**config.mk**
```make
export PLATFORM = sky130hd
export DESIGN_NAME = gpio_hash_bridge
export DESIGN_NICKNAME = d
export VERILOG_FILES = /design/src/rtl/gpio_hash_bridge.sv
export SDC_FILE = /design/constraint.sdc
export NUM_CORES = 1
export LEC_CHECK = 0
export CELL_PAD_IN_SITES_DETAIL_PLACEMENT = 0
export CELL_PAD_IN_SITES_GLOBAL_PLACEMENT = 1
export CORE_MARGIN = 5
export CORE_UTILIZATION = 38
export DETAILED_ROUTE_END_ITERATION = 7
export PLACE_DENSITY = 0.82
export SYNTH_ARGS = -nofsm -noshare
export SYNTH_HDL_FRONTEND = slang
export SYNTH_SLANG_ARGS = --single-unit
```
**constraint.sdc**
```tcl
create_clock -name clk -period 2.45 [get_ports clk]
set_input_delay 0.49 -clock clk [delete_from_list [all_inputs] [get_ports clk]]
set_output_delay 0.49 -clock clk [all_outputs]
set_load 0.02 [all_outputs]
```
**src/rtl/gpio_hash_bridge.sv**
```systemverilog
// gpio_hash_bridge: byte-serial pin front end feeding an external hash core.
// Streams message bytes to the core, captures the digest, returns it in words.
// Ports:
//   clk, rst              clock, synchronous active-high reset
//   din/valid/last/abort  message byte stream from the pins, abort request
//   dready                consumer accepts dout when dvalid&dready
//   busy                  operation in progress
//   dout/dvalid/dlast     digest word, valid, final-word marker
//   err                   sticky error (overrun, stray core_done, watchdog)
//   core_start/data/valid/last  strobes into the hash core
//   core_hash/core_done   digest and digest-ready pulse from the core
// Optional feature: define GPIO_HASH_TIMEOUT_EN for the WAIT-state watchdog.
module gpio_hash_bridge #(
  parameter int DIGEST_BITS = 256,
  parameter int OUT_W       = 8,
  parameter bit MSB_FIRST   = 1'b1,
  parameter int TIMEOUT_CYC = 4096
) (
  input  logic                   clk,
  input  logic                   rst,
  input  logic [7:0]             din,
  input  logic                   valid,
  input  logic                   last,
  input  logic                   abort,
  input  logic                   dready,
  output logic                   busy,
  output logic [OUT_W-1:0]       dout,
  output logic                   dvalid,
  output logic                   dlast,
  output logic                   err,
  output logic                   core_start,
  output logic [7:0]             core_data,
  output logic                   core_valid,
  output logic                   core_last,
  input  logic [DIGEST_BITS-1:0] core_hash,
  input  logic                   core_done
);

  localparam int NW = DIGEST_BITS / OUT_W;
  localparam int CW = (NW > 1) ? $clog2(NW) : 1;
  localparam logic [CW-1:0] LASTW = CW'(NW - 1);

  if (OUT_W < 1 || OUT_W > DIGEST_BITS) begin : g_bad_outw
    $error("OUT_W must be in 1..DIGEST_BITS");
  end
  if (DIGEST_BITS % OUT_W != 0) begin : g_bad_mult
    $error("DIGEST_BITS must be a multiple of OUT_W");
  end
  if (TIMEOUT_CYC < 1) begin : g_bad_tmo
    $error("TIMEOUT_CYC must be at least 1");
  end

  typedef enum logic [1:0] {
    S_IDLE,
    S_FEED,
    S_WAIT,
    S_DUMP
  } state_t;

  state_t                 state;
  logic [DIGEST_BITS-1:0] sh;
  logic [CW-1:0]          cnt;
  logic                   tmo;

  // The emitting end of the shift register is the output word.
  if (MSB_FIRST) begin : g_msb
    assign dout = sh[DIGEST_BITS-1 -: OUT_W];
  end else begin : g_lsb
    assign dout = sh[OUT_W-1:0];
  end

`ifdef GPIO_HASH_TIMEOUT_EN
  localparam int TW = (TIMEOUT_CYC > 1) ? $clog2(TIMEOUT_CYC) : 1;
  logic [TW-1:0] tcnt;

  // Held at zero outside WAIT, so it restarts on every entry.
  always_ff @(posedge clk) begin
    if (rst || state != S_WAIT) begin
      tcnt <= '0;
    end else begin
      tcnt <= tcnt + TW'(1);
    end
  end

  assign tmo = (tcnt == TW'(TIMEOUT_CYC - 1));
`else
  assign tmo = 1'b0;
`endif

  always_ff @(posedge clk) begin
    if (rst) begin
      state      <= S_IDLE;
      sh         <= '0;
      cnt        <= '0;
      busy       <= 1'b0;
      dvalid     <= 1'b0;
      dlast      <= 1'b0;
      err        <= 1'b0;
      core_start <= 1'b0;
      core_data  <= '0;
      core_valid <= 1'b0;
      core_last  <= 1'b0;
    end else begin
      core_start <= 1'b0;
      core_valid <= 1'b0;
      core_last  <= 1'b0;
      if (abort && state != S_IDLE) begin
        state  <= S_IDLE;
        busy   <= 1'b0;
        dvalid <= 1'b0;
        dlast  <= 1'b0;
      end else begin
        unique case (state)
          S_IDLE: begin
            if (core_done) err <= 1'b1;
            if (valid) begin
              core_start <= 1'b1;
              core_valid <= 1'b1;
              core_data  <= din;
              core_last  <= last;
              busy       <= 1'b1;
              err        <= 1'b0;
              state      <= last ? S_WAIT : S_FEED;
            end
          end
          S_FEED: begin
            if (core_done) err <= 1'b1;
            if (valid) begin
              core_valid <= 1'b1;
              core_data  <= din;
              core_last  <= last;
              if (last) state <= S_WAIT;
            end
          end
          S_WAIT: begin
            if (valid) err <= 1'b1;
            if (core_done) begin
              sh     <= core_hash;
              cnt    <= '0;
              dvalid <= 1'b1;
              dlast  <= (LASTW == '0);
              state  <= S_DUMP;
            end else if (tmo) begin
              err   <= 1'b1;
              busy  <= 1'b0;
              state <= S_IDLE;
            end
          end
          S_DUMP: begin
            if (valid || core_done) err <= 1'b1;
            if (dvalid && dready) begin
              sh  <= MSB_FIRST ? (sh << OUT_W) : (sh >> OUT_W);
              cnt <= cnt + CW'(1);
              if (cnt == LASTW) begin
                dvalid <= 1'b0;
                dlast  <= 1'b0;
                busy   <= 1'b0;
                state  <= S_IDLE;
              end else begin
                dlast <= ((cnt + CW'(1)) == LASTW);
              end
            end
          end
          default: state <= S_IDLE;
        endcase
      end
    end
  end

endmodule

```
# Word level (Yosys, flattened, before mapping)
# Index checks and enable logic that the tools add are counted.
dict set report op_classes {
  n_addsub 1
  n_eq_ne 13
  mux 29
  bitwise_logic 4
  reduce_logical 19
}
# op count
set ops {}
lappend ops {{$mux 256} 2}
lappend ops {{$pmux 256 s2} 1}
lappend ops {{$ne 2x2->1 const B} 8}
lappend ops {{$mux 2} 7}
lappend ops {{$reduce_and 4->1} 3}
lappend ops {{$mux 1} 11}
lappend ops {{$eq 5x5->1 const B} 2}
lappend ops {{$mux 5} 2}
lappend ops {{$pmux 5 s2} 1}
lappend ops {{$reduce_and 3->1} 3}
lappend ops {{$pmux 2 s4} 1}
lappend ops {{$pmux 1 s2} 3}
lappend ops {{$reduce_and 6->1} 1}
lappend ops {{$reduce_bool 2->1} 3}
lappend ops {{$reduce_or 3->1} 2}
lappend ops {{$add 5x1->5 const B} 1}
lappend ops {{$eq 2x2->1 const B} 2}
lappend ops {{$not 1->1} 4}
lappend ops {{$pmux 1 s4} 1}
lappend ops {{$reduce_or 2->1} 2}
lappend ops {{$reduce_or 4->1} 1}
lappend ops {{$eq 2x1->1 const B} 1}
lappend ops {{$logic_and 1x1->1} 2}
lappend ops {{$logic_not 2->1} 1}
lappend ops {{$logic_or 1x1->1} 1}
dict set report totals {
  reg_bits 278
}

# Logic depth before layout (Yosys ltp)
dict set report logic_depth {
  depth_word 5
  ltp_mapped 9
  mapped_depth_nobuf 7
}

# Worst setup path before layout
# OpenSTA, ideal clock, no wires.
dict set report synth_path {
  path_kind {reg-to-reg}
  start {register cnt[1]}
  end {register state[0]}
  setup_ps 117
  arrival_ps 1931
  required_ps 2333
  path_slack_ps 402
  stages_incl_launch_ff 8
  synth_period_minus_slack_ps 2048
  path_cell_list {dfxtp_1 -> ha_1 -> and3_1 -> ha_1 -> nand3_1 -> a2111oi_0 -> mux2i_1 -> nor2_1}
}
dict set report synth_between {
  elab_chain_cells 3
}
# item line_no
set synth_lines {}
lappend synth_lines {{from (decl)} 62} ;# logic [CW-1:0] cnt;
lappend synth_lines {{from (signal assigned)} 153} ;# cnt <= cnt + CW'(1);
lappend synth_lines {{$eq 5x5->1} 154} ;# if (cnt == LASTW) begin
lappend synth_lines {{$ne 2x2->1 (no line)} -}
lappend synth_lines {{$reduce_and 6->1 (no line)} -}
lappend synth_lines {{to (signal assigned)} 123} ;# state <= last ? S_WAIT : S_FEED;
lappend synth_lines {{to (decl)} 60} ;# state_t state;
# No other way between the ends.
# A chain may end at the register's enable or synchronous reset.

# Worst setup path in the final report
dict set report layout_path {
  start {register state[0]}
  end {register sh[27]}
}
dict set report layout_between {
  elab_chain_cells 4
  word_cells_on_any_way 10
  classes_between {eq/ne: 4; mux: 1; bitwise: 1; reduce/logical: 4}
}
# item line_no
set layout_lines {}
lappend layout_lines {{parallel branches: the longest is 4 deep, another holds $reduce_and 4->1} -}
lappend layout_lines {{to (signal assigned)} 138} ;# sh <= core_hash;
lappend layout_lines {{to (signal assigned)} 152} ;# sh <= MSB_FIRST ? (sh << OUT_W) : (sh >> OUT_W);
lappend layout_lines {{to (decl)} 61} ;# logic [DIGEST_BITS-1:0] sh;
# Parallel ways; which one is timed is not known.

==> flow_metrics.py <==
metrics = {
    "cts": {
        "cts_buffers": 31,
        "cts_sinks": 278,
        "cts_hold_buffers": 0,
        "clk_latency_ps": 540,
        "cts_tree": "built",
        "path_clk_slew_ps": 60,
        "cts_resized": 0,
        "postCtsSetupBuffers": 0,
        "cts-root-buf": "clkbuf_16",
        "clockBufferDepth": 3,
        "htreeDepth": 1,
    },
    "floorplan": {
        "core_area_um2": 31600,
        "die_h_um": 189,
        "dieArea_um2": 35600,
        "die_w_um": 189,
        "row_count": 65,
        "start_util_pct": 38.5,
        "ios": 294,
    },
    "drt": {
        "routed_wirelength_um": 32900,
        "vias": 9832,
        "ant_nets": 0,
        "drt_pass1_iterations": 4,
        "routed.top_layer": "met5",
        "wl_per_cell_um": 17.0,
        "drcViolationCount": 0,
        "wl_met2_um": 14900,
        "met1_length_um": 15500,
        "met3WireLength_um": 2010,
        "vias_per_cell": 5.09,
        "drtIter0Drc": 576,
    },
    "sta": {
        "max_freq_ghz": 0.440,
        "finalCritPeriodShare_pct": 92.8,
        "hold_viol_final": 0,
        "tightest_slew_ps": 825,
        "fin_crit_ps": 2270,
        "finClkSkew_ps": 8.28,
        "fin_tns_setup_ps": 0,
        "final-max-slew-violation-count": 0,
        "setup_slack_ps": 177,
        "slew_headroom_pct": 45.0,
        "setup_violations": 0,
        "rsz0062_at_grt": "true",
    },
    "status": {
        "outcome": "completed",
    },
    "critical_path": {
        "ff2ff_path_depth": 8,
        "r2r_setup_slack_ps": 180,
        "endpoint": "sh[27]",
        "cp-start-kind": "register",
        "required_ps": 2900,
        "crit_arrival_ps": 2720,
        "slowest_stage": "dfxtp_1",
        "critPathTopFamily": "buffers and inverters",
        "path_buf_inv": 3,
        "crit_type": "reg -> reg",
        "r2r_start": "state[0]",
        "max_stage_delay_ps": 430,
        "r2r-end": "sh[27]",
        "end_kind": "register",
        "worstPathMaxFanout": 34,
        "critPathLaunch": "state[0]",
        "worstSetupPathDepth": 8,
        "crit_chain": "inv_1 > ha_1 > nor2b_1 > a2111oi_4 > buf_4 > buf_12 > nor2_1 > a211oi_1",
    },
    "synth": {
        "synth-edff-count": 0,
        "yosysWarnings": 0,
        "ys_types": 34,
        "netlist_area_um2": 12100,
        "synthTopCellsByCount": "278 x dfxtp_1, 263 x nor2_1, 258 x mux2i_1, 249 x a211oi_1, 57 x buf_2",
        "async_flop_share_pct": 0,
        "synth_cells": 1265,
        "ys.flop_type": "dfxtp_1",
        "syn_area_per_cell_um2": 9.60,
        "synth_seq_cells": 278,
        "syn-num-nets": 1543,
        "yosys.area.top_type": "dfxtp_1",
        "yosysSeqAreaShare_pct": 45.8,
        "synth.top_cell.area_share_pct": 45.8,
        "synth.top_cells.by_area": "dfxtp_1 46%, mux2i_1 21%, a211oi_1 15%, nor2_1 8.1%, buf_2 2.3%",
        "yosysMostFrequentCell": "dfxtp_1",
    },
    "global_route": {
        "grt_overflow_total": 0,
        "grt_usage_pct": 17.5,
        "antenna_found_initial": 1,
        "grt_pass1_vias": 9705,
        "grt_max_degree": 109,
        "grt_pass1_wl_um": 51900,
    },
    "cells_and_area": {
        "antenna_cells": 0,
        "final_layout_size_suffix_gt1_share_pct": 6.60,
        "area_growth_pct": 36.9,
        "final_net_count": 1785,
        "fillerInstances": 2831,
    },
    "placed_design": {
        "post-place-ws_ps": -87.6,
        "routabilityCongestion": 0.733,
        "dp_hpwl_um": 22900,
        "io_buffers": 293,
    },
    "pwr": {
        "total_power_mw": 18.3,
        "leakage_nw": 5.46,
        "powerDensity_nw_per_um2": 1100,
        "ir_drop_mv": 0.521,
    },
    "worst_hold_path": {
        "min_path_type": "reg -> reg",
        "holdPathStages": 2,
    },
    "job": {
        "cap_viol_max_count": 0,
    },
}
-- tightest hold or removal path: stages (launching register included) --
cell	delay [ps]
dfxtp_1	310
nand2_1	50
a21oi_1	50
-- worst min path at each step --
stage	endpoint	from
final	sh[0]	sh[0]
after global routing	sh[6]	sh[6]
after CTS	sh[0]	sh[0]
after detailed placement	sh[0]	sh[0]
after global placement	sh[4]	sh[4]
after floorplan	sh[0]	sh[0]
-- metal layers --
metal / vias to the layer above / track usage [%]
li1: 5080 / -
met1: 4494 / 24.0
met2: 224 / 28.3
met3: 32 / 4.22
met4: 2 / 3.53
met5: - / 0
-- through the flow --
step | utilization, % | area (um^2) | instances | hold slack (ps)
2_1_floorplan | - | 12100 | 1265 | 432
3_3_place_gp | 49.2 | 15500 | 1875 | 441
3_5_place_dp | 49.2 | 15500 | 1875 | 449
4_1_cts | 52.6 | 16600 | 1932 | 456
5_1_grt | 52.7 | 16600 | 1933 | 479
6_report | 52.7 | 16600 | 1933 | 452
-- cells in the final DEF, fill, tap and decap left out, drive strengths merged, types with 7 or more instances in the layout --
cell | Yosys | layout
a21oi | 17 | 17
a211oi | 249 | 249
inv | 7 | 7
nor2 | 263 | 263
clkdlybuf4s50 | 0 | 292
mux2i | 258 | 258
nand3 | 14 | 14
dfxtp | 278 | 278
clkbuf | 54 | 47
ha | 7 | 7
clkinv | 0 | 8
nand2 | 17 | 17
buf | 73 | 42
-- report_power, final --
group,total [mW],internal (mW),switching (mW)
Clock,4.82,2.96,1.86
Combinational,5.69,2.80,2.89
Sequential,7.75,6.63,1.12
Total,18.3,12.4,5.87
-- final cells by class --
class                           instances  area, um^2  area share [%]
Tap cell                              402         503            3.02
Sequential cell                       278        5570            33.5
Timing Repair Buffer                  336        3460            20.8
Inverter                                7        26.3           0.158
Clock inverter                         12         145           0.873
Multi-Input combinational cell        853        5990            36.0
Clock buffer                           45         938            5.64
-- cell families after synthesis --
group,Yosys count,share of synthesized area (%)
compound gates,280,17.2
xor+xnor,2,0.144
fa+ha+maj,7,0.721
buf+inv,134,4.98
flops,278,45.8
mux,258,21.3
simple gates,306,9.91
-- flip-flops by register name (all words and copies together) (netlist names) --
signal and cells:
busy 1, cnt 5, core_data 8, core_last 1
core_start 1, core_valid 1, dlast 1, dvalid 1
err 1, sh 256, state 2
Power figures use the tool's default switching activity.
